--- config.mk ---
export PLATFORM = sky130hd
export DESIGN_NAME = sound_sched_flat
export DESIGN_NICKNAME = d
export VERILOG_FILES = /design/src/rtl/sound_sched_if.sv /design/src/rtl/sound_sched.sv /design/src/flat_wrapper.sv
export SDC_FILE = /design/constraint.sdc
export NUM_CORES = 1
export LEC_CHECK = 0
export ABC_AREA = 1
export BUFFER_PORTS_ARGS = -buffer_cell sky130_fd_sc_hd__buf_2
export CORE_MARGIN = 1
export CORE_UTILIZATION = 41
export CTS_BUF_LIST = sky130_fd_sc_hd__clkbuf_4 sky130_fd_sc_hd__clkbuf_8
export CTS_CLUSTER_DIAMETER = 200
export CTS_CLUSTER_SIZE = 14
export DETAILED_ROUTE_END_ITERATION = 10
export PLACE_DENSITY = 0.6
export SYNTH_ARGS = -nofsm -noshare
export SYNTH_HDL_FRONTEND = slang
export SYNTH_SLANG_ARGS = --single-unit
--- constraint.sdc ---
create_clock -name clk -period 3.95 [get_ports clk]
set_input_delay 0.1975 -clock clk [delete_from_list [all_inputs] [get_ports clk]]
set_output_delay 0.1975 -clock clk [all_outputs]
set_load 0.02 [all_outputs]
--- src/rtl/sound_sched_if.sv ---
// Producer-side handshake bundle for sound_sched: two 32-bit sample sources.
// master = producer side, slave = scheduler side.
interface sound_sched_if;
    logic        s0_valid;
    logic [31:0] s0_data;
    logic        s0_ready;
    logic        s1_valid;
    logic [31:0] s1_data;
    logic        s1_ready;

    modport master (output s0_valid, s0_data, s1_valid, s1_data,
                    input  s0_ready, s1_ready);
    modport slave  (input  s0_valid, s0_data, s1_valid, s1_data,
                    output s0_ready, s1_ready);
endinterface

--- src/rtl/sound_sched.sv ---
// Frame scheduler + round-robin two-source arbiter feeding the PWM audio stage.
// Define SOUND_SCHED_REPEAT_EN to hold the previous word on underrun instead of playing silence.
//
// state   | meaning
// --------+---------------------------------------------------------------
// ST_IDLE | output muted, frame counter parked at 0, waiting for enable+prime
// ST_PLAY | word in data_o being played; reload on each frame counter wrap
module sound_sched #(
    parameter int          FIFO_DEPTH   = 4,
    parameter int          PRIME_LEVEL  = 2,
    parameter int          FRAME_CYCLES = 1024,
    parameter logic [31:0] SILENCE_WORD = 32'h8080_8080,
    localparam int         LW           = $clog2(FIFO_DEPTH) + 1
) (
    input  logic               clk,
    input  logic               rst,
    input  logic               enable,
    sound_sched_if.slave       prod,
    output logic               aud_en,
    output logic [31:0]        data_o,
    output logic               frame_start,
    output logic               underrun,
    output logic [LW-1:0]      level
);
    localparam int            AW       = $clog2(FIFO_DEPTH);
    localparam int            CW       = $clog2(FRAME_CYCLES);
    localparam logic [LW-1:0] PRIME_LV = LW'(PRIME_LEVEL);
    localparam logic [LW-1:0] FULL_LV  = LW'(FIFO_DEPTH);
    localparam logic [CW-1:0] CNT_LAST = CW'(FRAME_CYCLES - 1);

    typedef enum logic {ST_IDLE, ST_PLAY} state_t;

    state_t          state_q, state_d;
    logic [CW-1:0]   cnt_q, cnt_d;
    logic [31:0]     data_q, data_d;
    logic            aud_en_q, aud_en_d;
    logic            fs_q, fs_d;
    logic            underrun_q, underrun_d;
    logic            last_grant_q;
    logic [LW-1:0]   level_q;
    logic [AW-1:0]   wr_ptr_q, rd_ptr_q;
    logic [31:0]     mem [FIFO_DEPTH];

    logic            full, empty, gnt0, gnt1, xfer0, xfer1, push, pop;
    logic [31:0]     push_data, head;

    // last_grant_q: 1 means s1 won last, so s0 takes the next tie
    assign full  = (level_q == FULL_LV);
    assign empty = (level_q == '0);
    assign gnt0  = prod.s0_valid & (~prod.s1_valid | last_grant_q);
    assign gnt1  = prod.s1_valid & (~prod.s0_valid | ~last_grant_q);
    assign prod.s0_ready = gnt0 & ~full;
    assign prod.s1_ready = gnt1 & ~full;
    assign xfer0     = prod.s0_valid & prod.s0_ready;
    assign xfer1     = prod.s1_valid & prod.s1_ready;
    assign push      = xfer0 | xfer1;
    assign push_data = xfer1 ? prod.s1_data : prod.s0_data;
    assign head      = mem[rd_ptr_q];

    always_ff @(posedge clk) begin
        if (push) mem[wr_ptr_q] <= push_data;
    end

    always_ff @(posedge clk or posedge rst) begin
        if (rst) begin
            wr_ptr_q     <= '0;
            rd_ptr_q     <= '0;
            level_q      <= '0;
            last_grant_q <= 1'b1;
        end else begin
            if (push) begin
                wr_ptr_q     <= wr_ptr_q + AW'(1);
                last_grant_q <= xfer1;
            end
            if (pop) rd_ptr_q <= rd_ptr_q + AW'(1);
            case ({push, pop})
                2'b10:   level_q <= level_q + LW'(1);
                2'b01:   level_q <= level_q - LW'(1);
                default: level_q <= level_q;
            endcase
        end
    end

    always_ff @(posedge clk or posedge rst) begin
        if (rst) begin
            state_q    <= ST_IDLE;
            cnt_q      <= '0;
            data_q     <= '0;
            aud_en_q   <= 1'b0;
            fs_q       <= 1'b0;
            underrun_q <= 1'b0;
        end else begin
            state_q    <= state_d;
            cnt_q      <= cnt_d;
            data_q     <= data_d;
            aud_en_q   <= aud_en_d;
            fs_q       <= fs_d;
            underrun_q <= underrun_d;
        end
    end

    always_comb begin
        state_d    = state_q;
        cnt_d      = cnt_q;
        data_d     = data_q;
        aud_en_d   = aud_en_q;
        fs_d       = 1'b0;
        underrun_d = underrun_q;
        pop        = 1'b0;
        case (state_q)
            ST_IDLE: begin
                cnt_d    = '0;
                aud_en_d = 1'b0;
                data_d   = '0;
                if (enable && (level_q >= PRIME_LV)) begin
                    pop        = 1'b1;
                    data_d     = head;
                    aud_en_d   = 1'b1;
                    fs_d       = 1'b1;
                    underrun_d = 1'b0;
                    state_d    = ST_PLAY;
                end
            end
            ST_PLAY: begin
                if (cnt_q == CNT_LAST) begin
                    cnt_d = '0;
                    // a stop request only takes effect here, so the frame always completes
                    if (!enable) begin
                        state_d  = ST_IDLE;
                        aud_en_d = 1'b0;
                        data_d   = '0;
                    end else begin
                        fs_d = 1'b1;
                        if (!empty) begin
                            pop    = 1'b1;
                            data_d = head;
                        end else begin
                            underrun_d = 1'b1;
`ifdef SOUND_SCHED_REPEAT_EN
                            data_d = data_q;
`else
                            data_d = SILENCE_WORD;
`endif
                        end
                    end
                end else begin
                    cnt_d = cnt_q + CW'(1);
                end
            end
            default: state_d = ST_IDLE;
        endcase
    end

    assign aud_en      = aud_en_q;
    assign data_o      = data_q;
    assign frame_start = fs_q;
    assign underrun    = underrun_q;
    assign level       = level_q;
endmodule

--- src/flat_wrapper.sv ---
// flat-port wrapper written by rule: the top's interface ports become plain ports
module sound_sched_flat 
#(
    parameter int          FIFO_DEPTH   = 4,
    parameter int          PRIME_LEVEL  = 2,
    parameter int          FRAME_CYCLES = 1024,
    parameter logic [31:0] SILENCE_WORD = 32'h8080_8080,
    localparam int         LW           = $clog2(FIFO_DEPTH) + 1
)
  (clk, rst, enable, aud_en, data_o, frame_start, underrun, level, prod_s0_valid, prod_s0_data, prod_s1_valid, prod_s1_data, prod_s0_ready, prod_s1_ready);
  sound_sched_if prod_i ();
  input  logic clk;
  input  logic rst;
  input  logic enable;
  output logic aud_en;
  output logic [31:0] data_o;
  output logic frame_start;
  output logic underrun;
  output logic [LW-1:0] level;
  input wire logic [$bits(prod_i.s0_valid)-1:0] prod_s0_valid;
  input wire logic [$bits(prod_i.s0_data)-1:0] prod_s0_data;
  input wire logic [$bits(prod_i.s1_valid)-1:0] prod_s1_valid;
  input wire logic [$bits(prod_i.s1_data)-1:0] prod_s1_data;
  output wire logic [$bits(prod_i.s0_ready)-1:0] prod_s0_ready;
  output wire logic [$bits(prod_i.s1_ready)-1:0] prod_s1_ready;
  assign prod_i.s0_valid = prod_s0_valid;
  assign prod_i.s0_data = prod_s0_data;
  assign prod_i.s1_valid = prod_s1_valid;
  assign prod_i.s1_data = prod_s1_data;
  assign prod_s0_ready = prod_i.s0_ready;
  assign prod_s1_ready = prod_i.s1_ready;
  sound_sched #(.FIFO_DEPTH(FIFO_DEPTH), .PRIME_LEVEL(PRIME_LEVEL), .FRAME_CYCLES(FRAME_CYCLES), .SILENCE_WORD(SILENCE_WORD)) u_core (.clk(clk), .rst(rst), .enable(enable), .prod(prod_i), .aud_en(aud_en), .data_o(data_o), .frame_start(frame_start), .underrun(underrun), .level(level));
endmodule
* Yosys cells after proc, flatten, opt, wreduce, memory -nomap -nowiden *
Memories as Yosys holds them, arrays and structs flattened.
Index checks and enable logic that the tools add are counted.

word-level totals
  output and inout port bits = 40
  logic and storage cells = 74
  input port bits = 69
  bits in registers = 54
  memories = 1
  memory bits (writable) = 128

cells by class
  muxes and demuxes = 29
  bitwise operators = 14
  eq/ne operators = 9
  reduce and logical (&&, ||, !) cells = 5
  order comparisons = 1
  add/sub/neg operators = 5

memories
  memory      words  width  read ports  clocked after memory_dff  write ports  line               RTL
  u_core.mem  4      32     1           0                         1            sound_sched.sv:42  logic [31:0] mem [FIFO_DEPTH];

operator list
  kind                     count
  $mux W32                 5
  $pmux W32 S2             1
  $pmux W10 S2             1
  $mux W1                  15
  $add A10 B1 Y10 const B  1
  $eq A10 B10 Y1 const B   1
  $mux W10                 1
  $pmux W1 S2              5
  $ne A2 B2 Y1 const B     4
  $and A1 B1 Y1            6
  $pmux W3 S2              1
  $not A1 Y1               5
  $add A2 B1 Y2 const B    2
  $reduce_and A4 Y1        1
  $add A3 B1 Y3 const B    1
  $eq A3 B3 Y1 const B     1
  $ge A3 B2 Y1 const B     1
  $logic_not A3 Y1         1
  $or A1 B1 Y1             3
  $sub A3 B1 Y3 const B    1
  $eq A2 B1 Y1 const B     1
  $eq A2 B2 Y1 const B     1
  $ne A2 B1 Y1 const B     1
  $reduce_and A2 Y1        1
  other kinds (2)          2

* Longest topological paths before layout *
  word-level depth = 8
  depth in mapped cells = 13
  gate-level depth less buffers = 13

* Least setup slack after synthesis *
Ideal clock, no wire load.

  path type = register to register
  start = reg u_core.level_q[0], in the netlist u_core.level[0]
  end = mem u_core.mem[0][0] (enable)
  required time = 3,529 ps
  path buffers = 0
  library setup time = 421 ps
  slack = 1,105 ps
  arrival = 2,424 ps
  period minus slack after synthesis = 2,845 ps
  cell stages (with the launch flop) = 7
  cell sequence = dfrtp_1 -> inv_2 -> nand3_1 -> nand2_2 -> nand2_1 -> inv_1 -> nor2_1

between the ends
  word-level cells in the longest chain between the ends = 7
  elaborated cells between the ends (all ways) = 9
  those cells by class = eq/ne: 1; mux: 2; bitwise: 6

ends and longest elaborated chain
  what                                     line                                  RTL
  start, declared                          sound_sched.sv:40                     logic [LW-1:0] level_q;
  start signal, assigned                   sound_sched.sv:77                     2'b10: level_q <= level_q + LW'(1);
  start signal, assigned                   sound_sched.sv:78                     2'b01: level_q <= level_q - LW'(1);
  start signal, assigned                   sound_sched.sv:79                     default: level_q <= level_q;
  $eq A3 B3 Y1 (*)                         sound_sched.sv:48                     assign full = (level_q == FULL_LV);
  $not A1 Y1 (*)                           sound_sched.sv:52, sound_sched.sv:53
  $and A1 B1 Y1, on equally long branches  sound_sched.sv:52, sound_sched.sv:53
  $and A1 B1 Y1, on equally long branches  sound_sched.sv:54, sound_sched.sv:55
  $or A1 B1 Y1 (*)                         sound_sched.sv:56                     assign push = xfer0 | xfer1;
  $mux W1 (*)                              sound_sched.sv:61                     if (push) mem[wr_ptr_q] <= push_data;
  $mux W1 (implied by the code) (*)        sound_sched.sv:61
  end, declared                            sound_sched.sv:42

Every way passes the cells marked *; elsewhere a longest branch is shown, timed or not.

* Final worst setup path *
  start = reg u_core.level_q[0], in the netlist u_core.level[0]
  end = out prod_s1_ready

between the ends
  word-level cells in the longest chain between the ends = 3

ends and longest elaborated chain
  what           line                RTL
  $eq A3 B3 Y1   sound_sched.sv:48
  $not A1 Y1     sound_sched.sv:53   assign prod.s1_ready = gnt1 & ~full;
  $and A1 B1 Y1  sound_sched.sv:53
  end, declared  flat_wrapper.sv:25  output wire logic [$bits(prod_i.s1_ready)-1:0] prod_s1_ready;

No other way between the ends.

==> summary.md <==
| Metric | Value |
|---|---|
| Status | `finished clean` |
| Synth Cell Area | `7866 um2` |
| Static leakage | `3.805 nW` |
| Core ar. | `18770 um2` |
| Layout overhead on the synthesized area | `13.66%` |
| CP arrival | `2310 ps` |
| Number of vias per cell after detailed routing | `4.737` |
| Instance count along the most critical hold path | `3` |
| Final count of hold timing violations | `0` |
| Worst voltage drop across the vdd grid | `268.8 uV` |
| Final setup viols | `0` |
| Unrepaired setup endpoints after global routing | `no` |
| RD Place Congestion | `0.7296` |
| Clock Sink Count | `182` |
| Share of the cycle needed by the critical path after routing | `0.6339` |
| Leading cell types in the layout, fill and taps excluded | `sky130_fd_sc_hd__nand2_1 (367), sky130_fd_sc_hd__edfxtp_1 (128), sky130_fd_sc_hd__buf_2 (108)` |
| Worst hold path startpoint | `prod_s1_data[13]` |
| Post-DP HPWL | `10.15 mm` |
| Power density of the placed cells | `555.0 nW/um2` |
| HP Class | `input port to flip-flop` |
| Num ports | `109` |
| Clock insertion delay at the later pin of the skew report | `460 ps` |
| Floorplan die area | `19740 um2` |
| Sum of negative setup slack | `0 ps` |
| Non-filler instance count after layout | `1139` |
| Largest driver fanout on the critical path | `34` |
| Die Ht | `140.5 um` |
| # resized after CTS | `0` |
| Library cells used by synthesis | `33` |
| Critical path class | `flip-flop to output pin` |
| First-iteration detailed-routing DRC count | `287` |
| Count of mapped cells out of synthesis | `792` |
| Most common cell after layout, fill and taps aside | `sky130_fd_sc_hd__nand2_1` |
| Fin Clk Skew | `12.19 ps` |
| Flip-flop and latch count after synthesis | `182` |
| Total number of yosys warnings | `0` |
| Critical path startpoint category | `flip-flop` |
| Number of nets in the synthesized netlist | `868` |
| WHS Endpoint | `u_core.mem[3][13]` |
| Post-route cell area | `8941 um2` |
| Proportion of layout cells with a drive suffix above 1 | `0.1901` |
| Post-synthesis average cell area | `9.932 um2` |
| Tightest Pin Transition | `1033 ps` |
| Routed length on met3 | `704 um` |
| Cells on worst reg2reg path | `13` |
| End of the worst register-to-register path | `u_core.level[2]` |
| Type of element capturing the critical path | `output pin` |
| Count of TritonRoute iterations in the first routing pass | `5` |
| Clock root buffer | `sky130_fd_sc_hd__clkbuf_8` |
| Wirelength per Cell | `14.78 um` |
| IO buf count | `108` |
| Setup Fix Bufs, Post-CTS | `0` |
| First-pass GRT wire length | `27.11 mm` |
| Number of rows in the core area | `50` |
| FF-to-FF setup slack | `1530 ps` |
| Top routing layer in use | `met4` |
| Final critical-path required period | `2504 ps` |
| Fmax | `399.3 MHz` |
| Number of max-cap violations | `0` |
| Pin count of the biggest net entering global routing | `67` |
| CTS tree | `built` |
| Sequential fraction of the synthesis area | `0.6606` |
| Final net count | `968` |
| Overall via count from detail_route | `5396` |
| Sum of met2 wire segment lengths after detailed routing | `8.131 mm` |
| Critical path data required time | `3750 ps` |
| Number of buffers between clock root and the deepest sink | `2` |
| Relative slew slack | `0.3098` |
| Total congestion overflow | `0` |
| Antenna diode count | `0` |
| Antenna violations before repair | `0` |
| DRT Wirelength | `16.83 mm` |
| Reg-to-Reg Start | `u_core.cnt_q[0]` |
| Maximum level of the CTS H-tree | `4` |
| Vias in the first global route | `5230` |
| Global routing usage summed across all routing layers | `0.1818` |
| Core Util, Final | `0.4764` |
| Post-route met1 wirelength | `7.870 mm` |
| Clock-pin transition on the worst setup and hold timing paths | `100 ps` |
| Die W | `140.5 um` |
| DRC violation count after routing | `0` |
| FILL cells | `1791` |
| Initial cell density of the core | `0.4191` |
| Count of placed standard cells including taps | `1106` |
| Final slew viol count | `0` |
| Number of buffers added by the clock tree synthesis step | `17` |
| Number of nets with antenna violations after detailed routing | `0` |
| Post-place instance area | `8553 um2` |
## synth_stat cells, drive strengths merged
master	instances	area share
o21a	1	0.00095
a21oi	5	0.0051
nand2	371	0.18
xor2	4	0.0045
dfstp	1	0.0033
nor3	4	0.0025
dfrtp	53	0.17
nand4	1	0.00080
edfxtp	128	0.49
buf	34	0.029
clkbuf	2	0.00095
a21boi	2	0.0019
nand3	66	0.043
nor3b	3	0.0029
inv	29	0.014
o211ai	1	0.00095
nor2	65	0.032
fa	1	0.0025
xnor2	1	0.0011
ha	6	0.0095
o21ai	14	0.0089
## where the power goes
part           total [mW]  internal [mW]  switching [mW]  leakage [nW]
sequential           2.72           2.61           0.108          1.73
clock                1.21          0.513           0.695         0.181
combinational        1.04          0.266           0.772          1.89
total                4.96           3.39            1.57          3.80
## through the flow
stage	total power, mW	worst slack, ps	hold slack (ps)
after floorplan	3.449	1105	426.7
after global placement	3.793	1584	207.9
after detailed placement	3.823	1556	214.5
after CTS	5.016	1361	59.58
after global routing	5.258	1203	68.20
final	4.963	1446	80.48
## sequential cells by signal, summed over array words and instances, names as in the netlist, 2 cells and up
register	cells
u_core.mem	128
u_core.data_o	32
u_core.cnt_q	10
u_core.level	3
u_core.rd_ptr_q	2
u_core.wr_ptr_q	2
## worst max-delay path, stage by stage (launching register included)
cell	delay [ps]
sky130_fd_sc_hd__dfrtp_1	490
sky130_fd_sc_hd__inv_2	70
sky130_fd_sc_hd__nand3_1	110
sky130_fd_sc_hd__nand2_2	70
sky130_fd_sc_hd__buf_4	270
sky130_fd_sc_hd__inv_2	540
sky130_fd_sc_hd__buf_2	280
## timing repair
action / CTS / global route
endpoints found under the setup margin: 0 / 0
endpoints found under the hold margin: 15 / 0
hold buffers: 1 / 0
## routing by layer
metal,global-route usage,vias to the layer above
met5,0,-
met4,0.05149,0
met2,0.3074,122
met1,0.2369,2489
met3,0.03795,8
li1,-,2777
## area by class of cell
type	instances	area [um2]	area share
tap	234	292.8	0.03275
clock inverter	15	143.9	0.01609
timing repair buffer	117	610.6	0.06829
clock buffer	17	234.0	0.02617
sequential	182	5199	0.5814
inverter	29	111.4	0.01245
multi-input combinational	545	2350	0.2628
## how the worst max path moves through the flow
stage	endpoint	startpoint	slack, ps	cells after the start
floorplan	u_core.mem[0][0]	u_core.level[0]	1110	6
global placement	u_core.level[2]	u_core.cnt_q[0]	1580	13
detailed placement	u_core.level[2]	u_core.cnt_q[0]	1560	13
CTS	prod_s1_ready	u_core.level[0]	1360	6
global route	prod_s1_ready	u_core.level[0]	1200	6
finish	prod_s1_ready	u_core.level[0]	1450	6
## cells by family (layout without fill, tap and decap cells)
logic type,count (synthesis),in the layout,synth area share
XOR/XNOR,5,5,0.005567
adder cells (fa/ha/maj),7,7,0.01209
AO/OA/AOI/OAI,23,23,0.01782
flip-flops,182,182,0.6606
buffers and inverters,65,178,0.04454
AND/OR/NAND/NOR,510,510,0.2594
(Power assumes the default switching activity.)
